## src/rtl/noc_ring_stop.sv

```systemverilog
// Ring stop: merges local injection and upstream ring traffic onto one output
// register and an ejection FIFO, with starvation relief for the injection head.
module noc_ring_stop #(
    parameter int NODE_ID      = 22,
    parameter int NUM_NODES    = 32,
    parameter int INJ_DEPTH    = 4,
    parameter int EJ_DEPTH     = 4,
    parameter int STARVE_LIMIT = 8
) (
    input  logic        ACLK,
    input  logic        ARESETn,
    input  logic [15:0] inj_data,
    input  logic        inj_valid,
    output logic        inj_ready,
    output logic [15:0] ej_data,
    output logic        ej_valid,
    input  logic        ej_ready,
    input  logic [15:0] ring_in_data,
    input  logic        ring_in_valid,
    output logic        ring_in_ready,
    output logic [15:0] ring_out_data,
    output logic        ring_out_valid,
    input  logic        ring_out_ready,
    output logic [7:0]  drop_count
);
    localparam int IAW = $clog2(INJ_DEPTH);
    localparam int EAW = $clog2(EJ_DEPTH);
    localparam int SW  = $clog2(STARVE_LIMIT + 1);

    localparam logic [5:0]    NODE_ID_L      = 6'(NODE_ID);
    localparam logic [6:0]    NUM_NODES_L    = 7'(NUM_NODES);
    localparam logic [SW-1:0] STARVE_LIMIT_L = SW'(STARVE_LIMIT);

    logic [15:0]   inj_mem [INJ_DEPTH];
    logic [IAW:0]  inj_wr_ptr;
    logic [IAW:0]  inj_rd_ptr;
    logic [15:0]   ej_mem [EJ_DEPTH];
    logic [EAW:0]  ej_wr_ptr;
    logic [EAW:0]  ej_rd_ptr;
    logic [SW-1:0] starve_cnt;

    logic          inj_full;
    logic          inj_empty;
    logic          ej_full;
    logic          ej_empty;
    logic [15:0]   inj_head;
    logic          out_free;
    logic          starve_grant;
    logic          ring_xfer;
    logic          ring_local;
    logic          inj_local;
    logic          inj_target_free;
    logic          ring_claims_inj;
    logic          inj_pop;
    logic          inj_accept;
    logic          inj_unroutable;
    logic          inj_write;
    logic          ej_write;
    logic [15:0]   ej_wdata;
    logic          ej_read;
    logic          out_load;
    logic [15:0]   out_wdata;

    // Extra pointer MSB separates full from empty when the index bits match.
    assign inj_empty = (inj_wr_ptr == inj_rd_ptr);
    assign inj_full  = (inj_wr_ptr[IAW] != inj_rd_ptr[IAW]) &&
                       (inj_wr_ptr[IAW-1:0] == inj_rd_ptr[IAW-1:0]);
    assign ej_empty  = (ej_wr_ptr == ej_rd_ptr);
    assign ej_full   = (ej_wr_ptr[EAW] != ej_rd_ptr[EAW]) &&
                       (ej_wr_ptr[EAW-1:0] == ej_rd_ptr[EAW-1:0]);

    assign inj_head = inj_mem[inj_rd_ptr[IAW-1:0]];
    assign ej_data  = ej_mem[ej_rd_ptr[EAW-1:0]];
    assign ej_valid = !ej_empty;
    assign ej_read  = ej_valid && ej_ready;

    assign out_free      = !ring_out_valid || ring_out_ready;
    assign starve_grant  = (starve_cnt == STARVE_LIMIT_L);
    assign ring_in_ready = ARESETn && out_free && !ej_full && !starve_grant;
    assign ring_xfer     = ring_in_valid && ring_in_ready;
    assign ring_local    = (ring_in_data[15:10] == NODE_ID_L);

    // Ring traffic wins its target; the injection head only takes the other one.
    assign inj_local       = (inj_head[15:10] == NODE_ID_L);
    assign inj_target_free = inj_local ? !ej_full : out_free;
    assign ring_claims_inj = ring_xfer && (ring_local == inj_local);
    assign inj_pop         = !inj_empty && inj_target_free && !ring_claims_inj;

    assign inj_ready      = ARESETn && !inj_full;
    assign inj_accept     = inj_valid && inj_ready;
    assign inj_unroutable = ({1'b0, inj_data[15:10]} >= NUM_NODES_L);
    assign inj_write      = inj_accept && !inj_unroutable;

    assign ej_write  = (ring_xfer && ring_local) || (inj_pop && inj_local);
    assign ej_wdata  = (ring_xfer && ring_local) ? ring_in_data : inj_head;
    assign out_load  = (ring_xfer && !ring_local) || (inj_pop && !inj_local);
    assign out_wdata = (ring_xfer && !ring_local) ? ring_in_data : inj_head;

    always_ff @(posedge ACLK or negedge ARESETn) begin
        if (!ARESETn) begin
            inj_wr_ptr     <= '0;
            inj_rd_ptr     <= '0;
            ej_wr_ptr      <= '0;
            ej_rd_ptr      <= '0;
            ring_out_valid <= 1'b0;
            ring_out_data  <= '0;
            drop_count     <= '0;
            starve_cnt     <= '0;
        end else begin
            if (inj_write) begin
                inj_wr_ptr <= inj_wr_ptr + 1'b1;
            end
            if (inj_pop) begin
                inj_rd_ptr <= inj_rd_ptr + 1'b1;
            end
            if (ej_write) begin
                ej_wr_ptr <= ej_wr_ptr + 1'b1;
            end
            if (ej_read) begin
                ej_rd_ptr <= ej_rd_ptr + 1'b1;
            end

            if (out_load) begin
                ring_out_valid <= 1'b1;
                ring_out_data  <= out_wdata;
            end else if (ring_out_ready) begin
                ring_out_valid <= 1'b0;
            end

            if (inj_accept && inj_unroutable && (drop_count != 8'hFF)) begin
                drop_count <= drop_count + 8'd1;
            end

            // Only losing to a ring claim counts as starvation, not a busy target.
            if (inj_empty || inj_pop || starve_grant) begin
                starve_cnt <= '0;
            end else if (inj_target_free && ring_claims_inj) begin
                starve_cnt <= starve_cnt + 1'b1;
            end
        end
    end

    always_ff @(posedge ACLK) begin
        if (inj_write) begin
            inj_mem[inj_wr_ptr[IAW-1:0]] <= inj_data;
        end
        if (ej_write) begin
            ej_mem[ej_wr_ptr[EAW-1:0]] <= ej_wdata;
        end
    end

endmodule

```

## config.mk

```make
export PLATFORM = sky130hd
export DESIGN_NAME = noc_ring_stop
export DESIGN_NICKNAME = d
export VERILOG_FILES = /design/src/rtl/noc_ring_stop.sv
export SDC_FILE = /design/constraint.sdc
export NUM_CORES = 1
export LEC_CHECK = 0
export BUFFER_PORTS_ARGS = -buffer_cell sky130_fd_sc_hd__buf_2
export CELL_PAD_IN_SITES_DETAIL_PLACEMENT = 1
export CELL_PAD_IN_SITES_GLOBAL_PLACEMENT = 1
export CORE_UTILIZATION = 44
export CTS_CLUSTER_SIZE = 28
export DETAILED_ROUTE_END_ITERATION = 12
export HOLD_SLACK_MARGIN = 0.02
export PLACE_DENSITY_LB_ADDON = 0.25
export SLEW_MARGIN = 10
export SYNTH_ARGS = -nofsm -noshare
export SYNTH_HDL_FRONTEND = slang
export SYNTH_SLANG_ARGS = --single-unit
```

## constraint.sdc

```tcl
create_clock -name ACLK -period 3.2 [get_ports ACLK]
set_input_delay 0 -clock ACLK [delete_from_list [all_inputs] [get_ports ACLK]]
set_output_delay 0 -clock ACLK [all_outputs]
set_load 0.01 [all_outputs]
```

Word-level counts from Yosys, hierarchy flattened

Memories as Yosys holds them, arrays and structs flattened.
Index checks and enable logic that the tools add are counted.

Output and inout port bits: 44
Word-level logic and storage cells: 76
Latch bits: 0
Register bits after elaboration: 41
Memory bits (read-only): 0
Memories: 2
Input port bits: 38
Bits in writable memories: 128

Magnitude comparators: 1
Equal/unequal tests: 11
Add/sub/neg operators: 6
Reductions and logical operators: 37
Multipliers: 0
Shift operators: 0
Multiplexer cells: 11
Bitwise operators: 0
Div/mod/pow operators: 0

Memories:

| memory  | words | bits a word | rd ports | clocked after memory_dff | write ports | line | RTL |
|---|---|---|---|---|---|---|---|
| ej_mem  | 4     | 16          | 1        | 0                        | 1           | 37   | `logic [15:0] ej_mem [EJ_DEPTH];` |
| inj_mem | 4     | 16          | 1        | 0                        | 1           | 34   | `logic [15:0] inj_mem [INJ_DEPTH];` |

Operator list:

| cell                  | count |
|---|---|
| $mux W16              | 2 |
| $logic_and A1 B1 Y1   | 20 |
| $add A3 B1 Y3 const B | 4 |
| $eq A6 B5 Y1 const B  | 2 |
| $logic_not A1 Y1      | 10 |
| $add A8 B1 Y8 const B | 1 |
| $mux W4               | 2 |
| $ne A8 B8 Y1 const B  | 1 |
| $mux W1               | 7 |
| $eq A3 B3 Y1          | 2 |
| $ge A6 B6 Y1 const B  | 1 |
| $logic_or A1 B1 Y1    | 5 |
| $add A4 B1 Y4 const B | 1 |
| $eq A2 B2 Y1          | 2 |
| $eq A4 B4 Y1 const B  | 1 |
| $reduce_bool A2 Y1    | 2 |
| $ne A1 B1 Y1          | 2 |
| $eq A1 B1 Y1          | 1 |

Longest topological paths before layout

Gate-level depths: netlist of run 1.

Word-level depth: 13
Mapped depth: 9

Worst setup path before layout of run 1

No wires, ideal clock.

Path type: register -> register
From: register inj_rd_ptr[0]
To: memory ej_mem[3][0], enable pin
Data required time: 2825 ps
Path slack: 658 ps
Stages on the path, launching flop included: 6
Arrival: 2167 ps
Library setup time: 375 ps
Path buffers: 1
Path through: dfrtp_1 buf_6 mux4_2 or2_4 o31ai_4 and2_1

Cells in the longest elaborated chain, start to end: 10

Ends and longest elaborated chain:

| item                              | line | RTL |
|---|---|---|
| start: declaration                | 36   | `logic [IAW:0] inj_rd_ptr;` |
| start signal: assignment          | 114  | `inj_rd_ptr <= inj_rd_ptr + 1'b1;` |
| $mem_v2 Z4 W16                    | n/a  |  |
| $eq A6 B5 Y1                      | 84   | `assign inj_local = (inj_head[15:10] == NODE_ID_L);` |
| $eq A1 B1 Y1                      | 86   | `assign ring_claims_inj = ring_xfer && (ring_local == inj_local);` |
| $logic_and A1 B1 Y1               | 86   |  |
| $logic_not A1 Y1                  | 87   | `assign inj_pop = !inj_empty && inj_target_free && !ring_claims_inj;` |
| $logic_and A1 B1 Y1               | 87   |  |
| $logic_and A1 B1 Y1 (*)           | 94   | `assign ej_write = (ring_xfer && ring_local) \|\| (inj_pop && inj_local);` |
| $logic_or A1 B1 Y1 (*)            | 94   |  |
| $mux W1 (*)                       | 147  | `if (ej_write) begin` |
| $mux W1 (not written as such) (*) | 148  | `ej_mem[ej_wr_ptr[EAW-1:0]] <= ej_wdata;` |
| end: declaration                  | 37   |  |

Mark *: on every way between the ends. The rest lies on a longest branch, timed or not.

Final worst setup path of run 1

From: register inj_rd_ptr[0]
To: register ring_out_data[13]

Cells in the longest elaborated chain, start to end: 8

Ends and longest elaborated chain:

| item                   | line | RTL |
|---|---|---|
| $mem_v2 Z4 W16         | n/a  |  |
| $eq A6 B5 Y1           | 84   |  |
| $eq A1 B1 Y1           | 86   |  |
| $logic_and A1 B1 Y1    | 86   |  |
| $logic_not A1 Y1       | 87   |  |
| $logic_and A1 B1 Y1    | 87   |  |
| $logic_and A1 B1 Y1    | 96   | `assign out_load = (ring_xfer && !ring_local) \|\| (inj_pop && !inj_local);` |
| $logic_or A1 B1 Y1     | 96   |  |
| end signal: assignment | 125  | `ring_out_data <= out_wdata;` |
| end: declaration       | 21   | `output logic [15:0] ring_out_data,` |

Several ways; a longest one is shown, not always the timed one.
A chain may end at the register's enable or synchronous reset.

==> reports/qor.yml, run 1 <==
post-dp-hpwl_um: 10100
grt_overflow: 0
fin_util: 0.566
htreeDepth: 4
outcome: "completed"
grt_max_degree: 30
hold-worst-slack_ns: 0.177
cts_buffers: 17
cts_resized: 0
rr_worst_depth: 7
area_growth_pct: 23.7
multiInputGateArea_sq_um: 2070
p_leak_nw: 3.33
io_pins: 82
yosys_warnings: 0
timing.final.crit_share: 0.809
antenna_found_initial: 0
synth_seq_area_share: 0.690
cts.clk_slew.worst_paths_ns: 0.06
cts_tree: "yes"
final_net_count: 594
cts.sinks: 169
clockRootBuffer: "clkbuf_16"
ir_drop_mv: 0.489
fp.dieW_um: 129
drt_iter0_markers: 180
synth_edf_count: 128
wl_per_cell_um: 19.2
synth_ff_type: "edfxtp_1"
first_global_vias: 4274
start_kind: "register"
setup_violations: 0
fillers: 1502
max_cap_viol_count: 0
final_cell_mix: "edfxtp_1, buf_2, dfrtp_1, dlygate4sd3_1, mux4_2"
netlist_area_sq_um: 7060
synthArstFlopShare: 0.243
drt_wl_total_um: 14700
place_area_sq_um: 7790
slew_violations: 0
syn_inst: 403
p_per_area_nw_per_um2: 866
portBuffers: 81
grt_pass1_wl_um: 23400
drive_above_1_share: 0.333
clock.fmax_ghz: 0.387
worstPathMaxFanout: 16
avgSynthCellArea_sq_um: 17.5
row_count: 45
vias_per_cell: 5.20
start_util: 0.458
fin_worst_skew_ns: 0.00776
fin_crit_ns: 2.59
layout_commonest_cell: "edfxtp_1"
core_sq_um: 15400
clk_latency_ns: 0.42
power_w: 0.00756
critPathRequiredTime_ns: 3.51
hold_viol: 0
dr_total_vias: 3984
worst_pin_slew_ns: 0.584
diodes: 0
min_path_cells: 6
grt_setup_unrepaired: "false"
clk_path_buf_depth: 2
critPathCaptureType: "register"
track_usage: 0.195
tns_ns: 0
floorplan.die.height_um: 129
ant_nets: 0
gp_congestion: 0.759
stdcell_area_sq_um: 8730
synth_nets: 454
die-area_sq_um: 16600
slew_headroom: 0.609
ys_types: 50
hold_class: "in -> reg"
synth-seq-cells: 169
critPathArrivalTime_ns: 2.90
seq_area_sq_um: 4870
critPathKind: "reg -> reg"
drtPass1Iterations: 4
drc_errors: 0
-- per-stage QoR --
step                setup slack (ns)  cells
CTS                            0.559    766
finish                         0.613    766
global placement               0.597    699
global route                   0.411    766
floorplan                      0.658    403
detailed placement             0.583    699
-- worst max-delay path, cell delays in order (launching register included) --
cell and delay (ns):
dfrtp_1 0.48, buf_4 0.28, mux4_2 0.60, nand4b_4 0.18
nor2_4 0.06, nor2_4 0.45, nand2_1 0.15, o221a_2 0.27
-- path summary, 6_finish.rpt --
check / startpoint / to / slack [ns]
setup / recovery: inj_rd_ptr[0]$_DFFE_PN0P_ / ring_out_data[13]$_DFFE_PN0P_ / 0.61
hold / removal: inj_valid / drop_count[2]$_DFFE_PN0P_ / 0.18
setup reg to reg: inj_rd_ptr[0]$_DFFE_PN0P_ / ring_out_data[13]$_DFFE_PN0P_ / 0.61
hold reg to reg: inj_wr_ptr[2]$_DFFE_PN0N_ / inj_wr_ptr[2]$_DFFE_PN0N_ / 0.49
max in group asynchronous: ARESETn / ring_out_data[11]$_DFFE_PN0P_ / 2.08
min in group asynchronous: ARESETn / ring_out_data[10]$_DFFE_PN0P_ / 0.23
-- cell families (layout without fill, tap and decap cells) --
group	count (synthesis)	count (layout)	share of synthesized area
fa+ha+maj	13	13	0.0230
buf+inv	26	178	0.0165
xor+xnor	23	23	0.0285
flops	169	169	0.690
mux	59	59	0.143
simple gates	82	82	0.0661
compound gates	31	31	0.0330
-- registers in the layout, summed over array words and instances (netlist names) --
signal / cells
ej_mem: 64
inj_mem: 64
ring_out_data: 16
drop_count: 8
starve_cnt: 4
ej_rd_ptr: 3
ej_wr_ptr: 3
inj_rd_ptr: 3
inj_wr_ptr: 3
ring_out_valid: 1
-- cell usage after synthesis, drive strengths merged (4+ instances only) --
master | instances | area (sq um)
edfxtp | 128 | 3840
dfrtp | 41 | 1030
mux4 | 32 | 721
nor2 | 26 | 113
a21oi | 17 | 88.8
xnor2 | 16 | 140
mux2i | 14 | 140
nand2 | 14 | 52.6
ha | 13 | 163
inv | 13 | 48.8
mux2 | 13 | 150
and2 | 11 | 68.8
buf | 8 | 48.8
nand3 | 7 | 35.0
xor2 | 7 | 61.3
clkbuf | 5 | 18.8
and3 | 4 | 25.0
o21ai | 4 | 23.8
-- cell type report --
class / count / share of cell area
sequential: 169 / 0.558
clock inverter: 13 / 0.0175
clock buffer: 18 / 0.0491
multi-input combinational: 208 / 0.238
inverter: 13 / 0.00559
timing repair buffer: 134 / 0.102
tap: 211 / 0.0302
-- where the power goes --
| part | internal [W] | switching, W |
|---|---|---|
| sequential | 0.00280 | 0.000241 |
| clock | 0.00121 | 0.000803 |
| combinational | 0.00117 | 0.00134 |
-- routing by layer --
| layer | global-route usage | wire length, um |
|---|---|---|
| met1 | 0.250 | 6480 |
| met3 | 0.0424 | 563 |
| met5 | 0 | 0 |
| met2 | 0.324 | 7390 |
| met4 | 0.0817 | 299 |
-- timing repair --
item                      CTS  global route
hold endpoints to repair  167             0
hold buffers               36             0
buffers inserted            0             0
(Power assumes the default switching activity.)
==> inputs of run 2 (changes only) <==
- clock period: 3.2 -> 2.2 ns (I/O delays scaled with it)
==> run 2 against run 1 <==
The run now ends with negative setup slack left. Die area unchanged. Via count increased by 4.7%. Critical path depth is the same. Register-to-register slack worse by 0.70 ns. First-iteration DRC count fell by 34%. Sequential power grew 46%. Clock skew about the same. Routed wire length grew 9.2%.
==> reports/qor.yml, run 2 (synthesis results as in run 1) <==
post-dp-hpwl_um: 10400  # +3.3%
ant_nets: 0  # unchanged
drc_errors: 0  # unchanged
row_count: 45  # unchanged
crit_top_cell: "buf_12"
area_growth_pct: 31.4
floorplan.die.height_um: 129  # unchanged
worstPathCellList: "buf_12 -> mux4_2 -> nand4b_4 -> buf_12 -> o211a_1 -> o21ai_2 -> mux2_4"
worst_pin_slew_ns: 0.360  # -0.224 ns
drt_iter0_markers: 119  # -34%
fp.dieW_um: 129  # unchanged
setup_violations: 84  # +84
final_net_count: 628  # +5.7%
hold_viol: 0  # unchanged
fillers: 1447  # -3.7%
grt_setup_unrepaired: "true"
core_sq_um: 15400  # unchanged
clk_path_buf_depth: 2  # unchanged
cts_buffers: 17  # unchanged
track_usage: 0.206  # +0.0109
htreeDepth: 4  # unchanged
post-place-ws_ns: -0.128  # -0.711 ns
switchingPower_w: 0.00386  # +62%
dr_total_vias: 4170  # +4.7%
clock.fmax_ghz: 0.438  # +13%
violations: "negative setup slack"
grt_pass1_wl_um: 24300  # +4.0%
p_int_w: 0.00809  # +56%
fin_worst_skew_ns: 0.00818  # +0.000422 ns
path_delay_family: "multiplexers"
drt_wl_total_um: 16100  # +9.2%
slew_violations: 0  # unchanged
post-place-cells: 721  # +3.1%
layout_commonest_cell: "edfxtp_1"
timing.final.crit_share: 1.04  # +0.230
antenna_found_initial: 0  # unchanged
cts_tree: "yes"
crit_buf_inv: 2  # +1
die-area_sq_um: 16600  # unchanged
fin_util: 0.601  # +0.0353
clk_latency_ns: 0.44  # +0.02 ns
hold_class: "in -> async"
switching_share: 0.323  # +0.00760
first_global_vias: 4337  # +1.5%
slowest_stage: "mux4_2"
ff2ff_setup_slack_ns: -0.08  # -0.70 ns
drive_above_1_share: 0.415  # +0.0819
portBuffers: 81  # unchanged
start_kind: "register"
hold-worst-slack_ns: 0.164  # -0.0132 ns
grt_max_degree: 30  # unchanged
p_per_area_nw_per_um2: 1290  # +49%
worstPathMaxFanout: 5  # -11
ir_drop_mv: 0.799  # +64%
gp_congestion: 0.836  # +10%
pwr-share-seq: 0.371  # -0.031
critPathRequiredTime_ns: 2.52  # -0.99 ns
fin_ws_ns: -0.0845  # -0.697 ns
drtPass1Iterations: 4  # unchanged
vias_per_cell: 5.21  # about the same
io_pins: 82  # unchanged
wl_per_cell_um: 20.1  # +4.5%
clockRootBuffer: "clkbuf_16"
final_cell_mix: "edfxtp_1, buf_2, dfrtp_1, dlygate4sd3_1, buf_4"
cpPeakStageDelay_ns: 0.52  # -0.08 ns
p_leak_nw: 3.57  # +7.2%
p_clk_frac: 0.252  # -0.015
layoutNonFillerInstCount: 801  # +4.6%
cts.sinks: 169  # unchanged
slew_headroom: 0.757  # +0.147
max_cap_viol_count: 0  # unchanged
cts.clk_slew.worst_paths_ns: 0.06  # about the same
fin_crit_ns: 2.28  # -0.303 ns
critPathArrivalTime_ns: 2.60  # -0.30 ns
grt_overflow: 0  # unchanged
critPathCaptureType: "register"
start_util: 0.458  # unchanged
outcome: "finished, violations left"
critPathKind: "reg -> reg"
diodes: 0  # unchanged
combPwrFrac: 0.377  # +0.045
==> run 2: cell types whose count changed in the layout (fill, tap and decap cells not counted), moves of 3 or more <==
cell / before / now
buf_4: 17 / 33
buf_12: 0 / 9
and2_4: 0 / 8
and2_1: 11 / 6
inv_8: 0 / 3
nand3_1: 7 / 4
nand3_2: 0 / 3
==> run 2: path summary, 6_finish.rpt <==
path / from / endpoint / depth (start not counted)
max in group asynchronous: ARESETn / starve_cnt[0]$_DFFE_PN0P_ / 3
hold reg to reg: inj_rd_ptr[2]$_DFFE_PN0P_ / inj_rd_ptr[2]$_DFFE_PN0P_ / 1
hold / removal: ARESETn / drop_count[5]$_DFFE_PN0P_ / 3
min in group ACLK: inj_data[1] / inj_mem[2][1]$_DFFE_PP_ / 2
setup reg to reg: inj_rd_ptr[0]$_DFFE_PN0P_ / inj_rd_ptr[1]$_DFFE_PN0P_ / 7
setup / recovery: inj_rd_ptr[0]$_DFFE_PN0P_ / inj_rd_ptr[1]$_DFFE_PN0P_ / 7
==> run 2: cell type report <==
class	count	area (sq um)	area share
Clock inverter	14	161	0.0174
Clock buffer	18	439	0.0473
Multi-Input combinational cell	212	2210	0.238
Timing Repair Buffer	164	1280	0.138
Tap cell	211	264	0.0285
Sequential cell	169	4870	0.525
Inverter	13	48.8	0.00526
==> run 2: per-stage QoR <==
step	setup TNS (ns)	instance area, sq um	total power, W
floorplan	-1.70	7080	0.00694
global placement	-7.10	8070	0.00832
detailed placement	-11.54	8070	0.00849
CTS	-6.87	9120	0.0117
global route	-11.02	9280	0.0125
finish	-4.57	9280	0.0119
==> run 2: power by group through the flow <==
stage               sequential, W  combinational, W  clock, W
floorplan                 0.00444           0.00251         0
global placement          0.00443           0.00389         0
detailed placement        0.00445           0.00403         0
CTS                       0.00439           0.00422   0.00306
global route              0.00447           0.00486   0.00318
finish                    0.00443           0.00450   0.00301
==> run 2: worst min-delay path, stage by stage <==
cell	delay, ns
dlygate4sd3_1	0.52
buf_2	0.18
buf_4	0.27
==> run 2: routing by layer <==
metal	share of wire	track usage
met2	0.50	0.346
met1	0.44	0.261
met4	0.026	0.0920
met3	0.034	0.0416
met5	0	0
==> run 2: repair_timing <==
item                                    CTS  global route
cloned                                    4             2
endpoints found under the setup margin  153            89
endpoints found under the hold margin   165             0
pin swaps                                 9            18
gates resized for setup                   9            19
buffers inserted                          4             2
hold buffers                             36             0
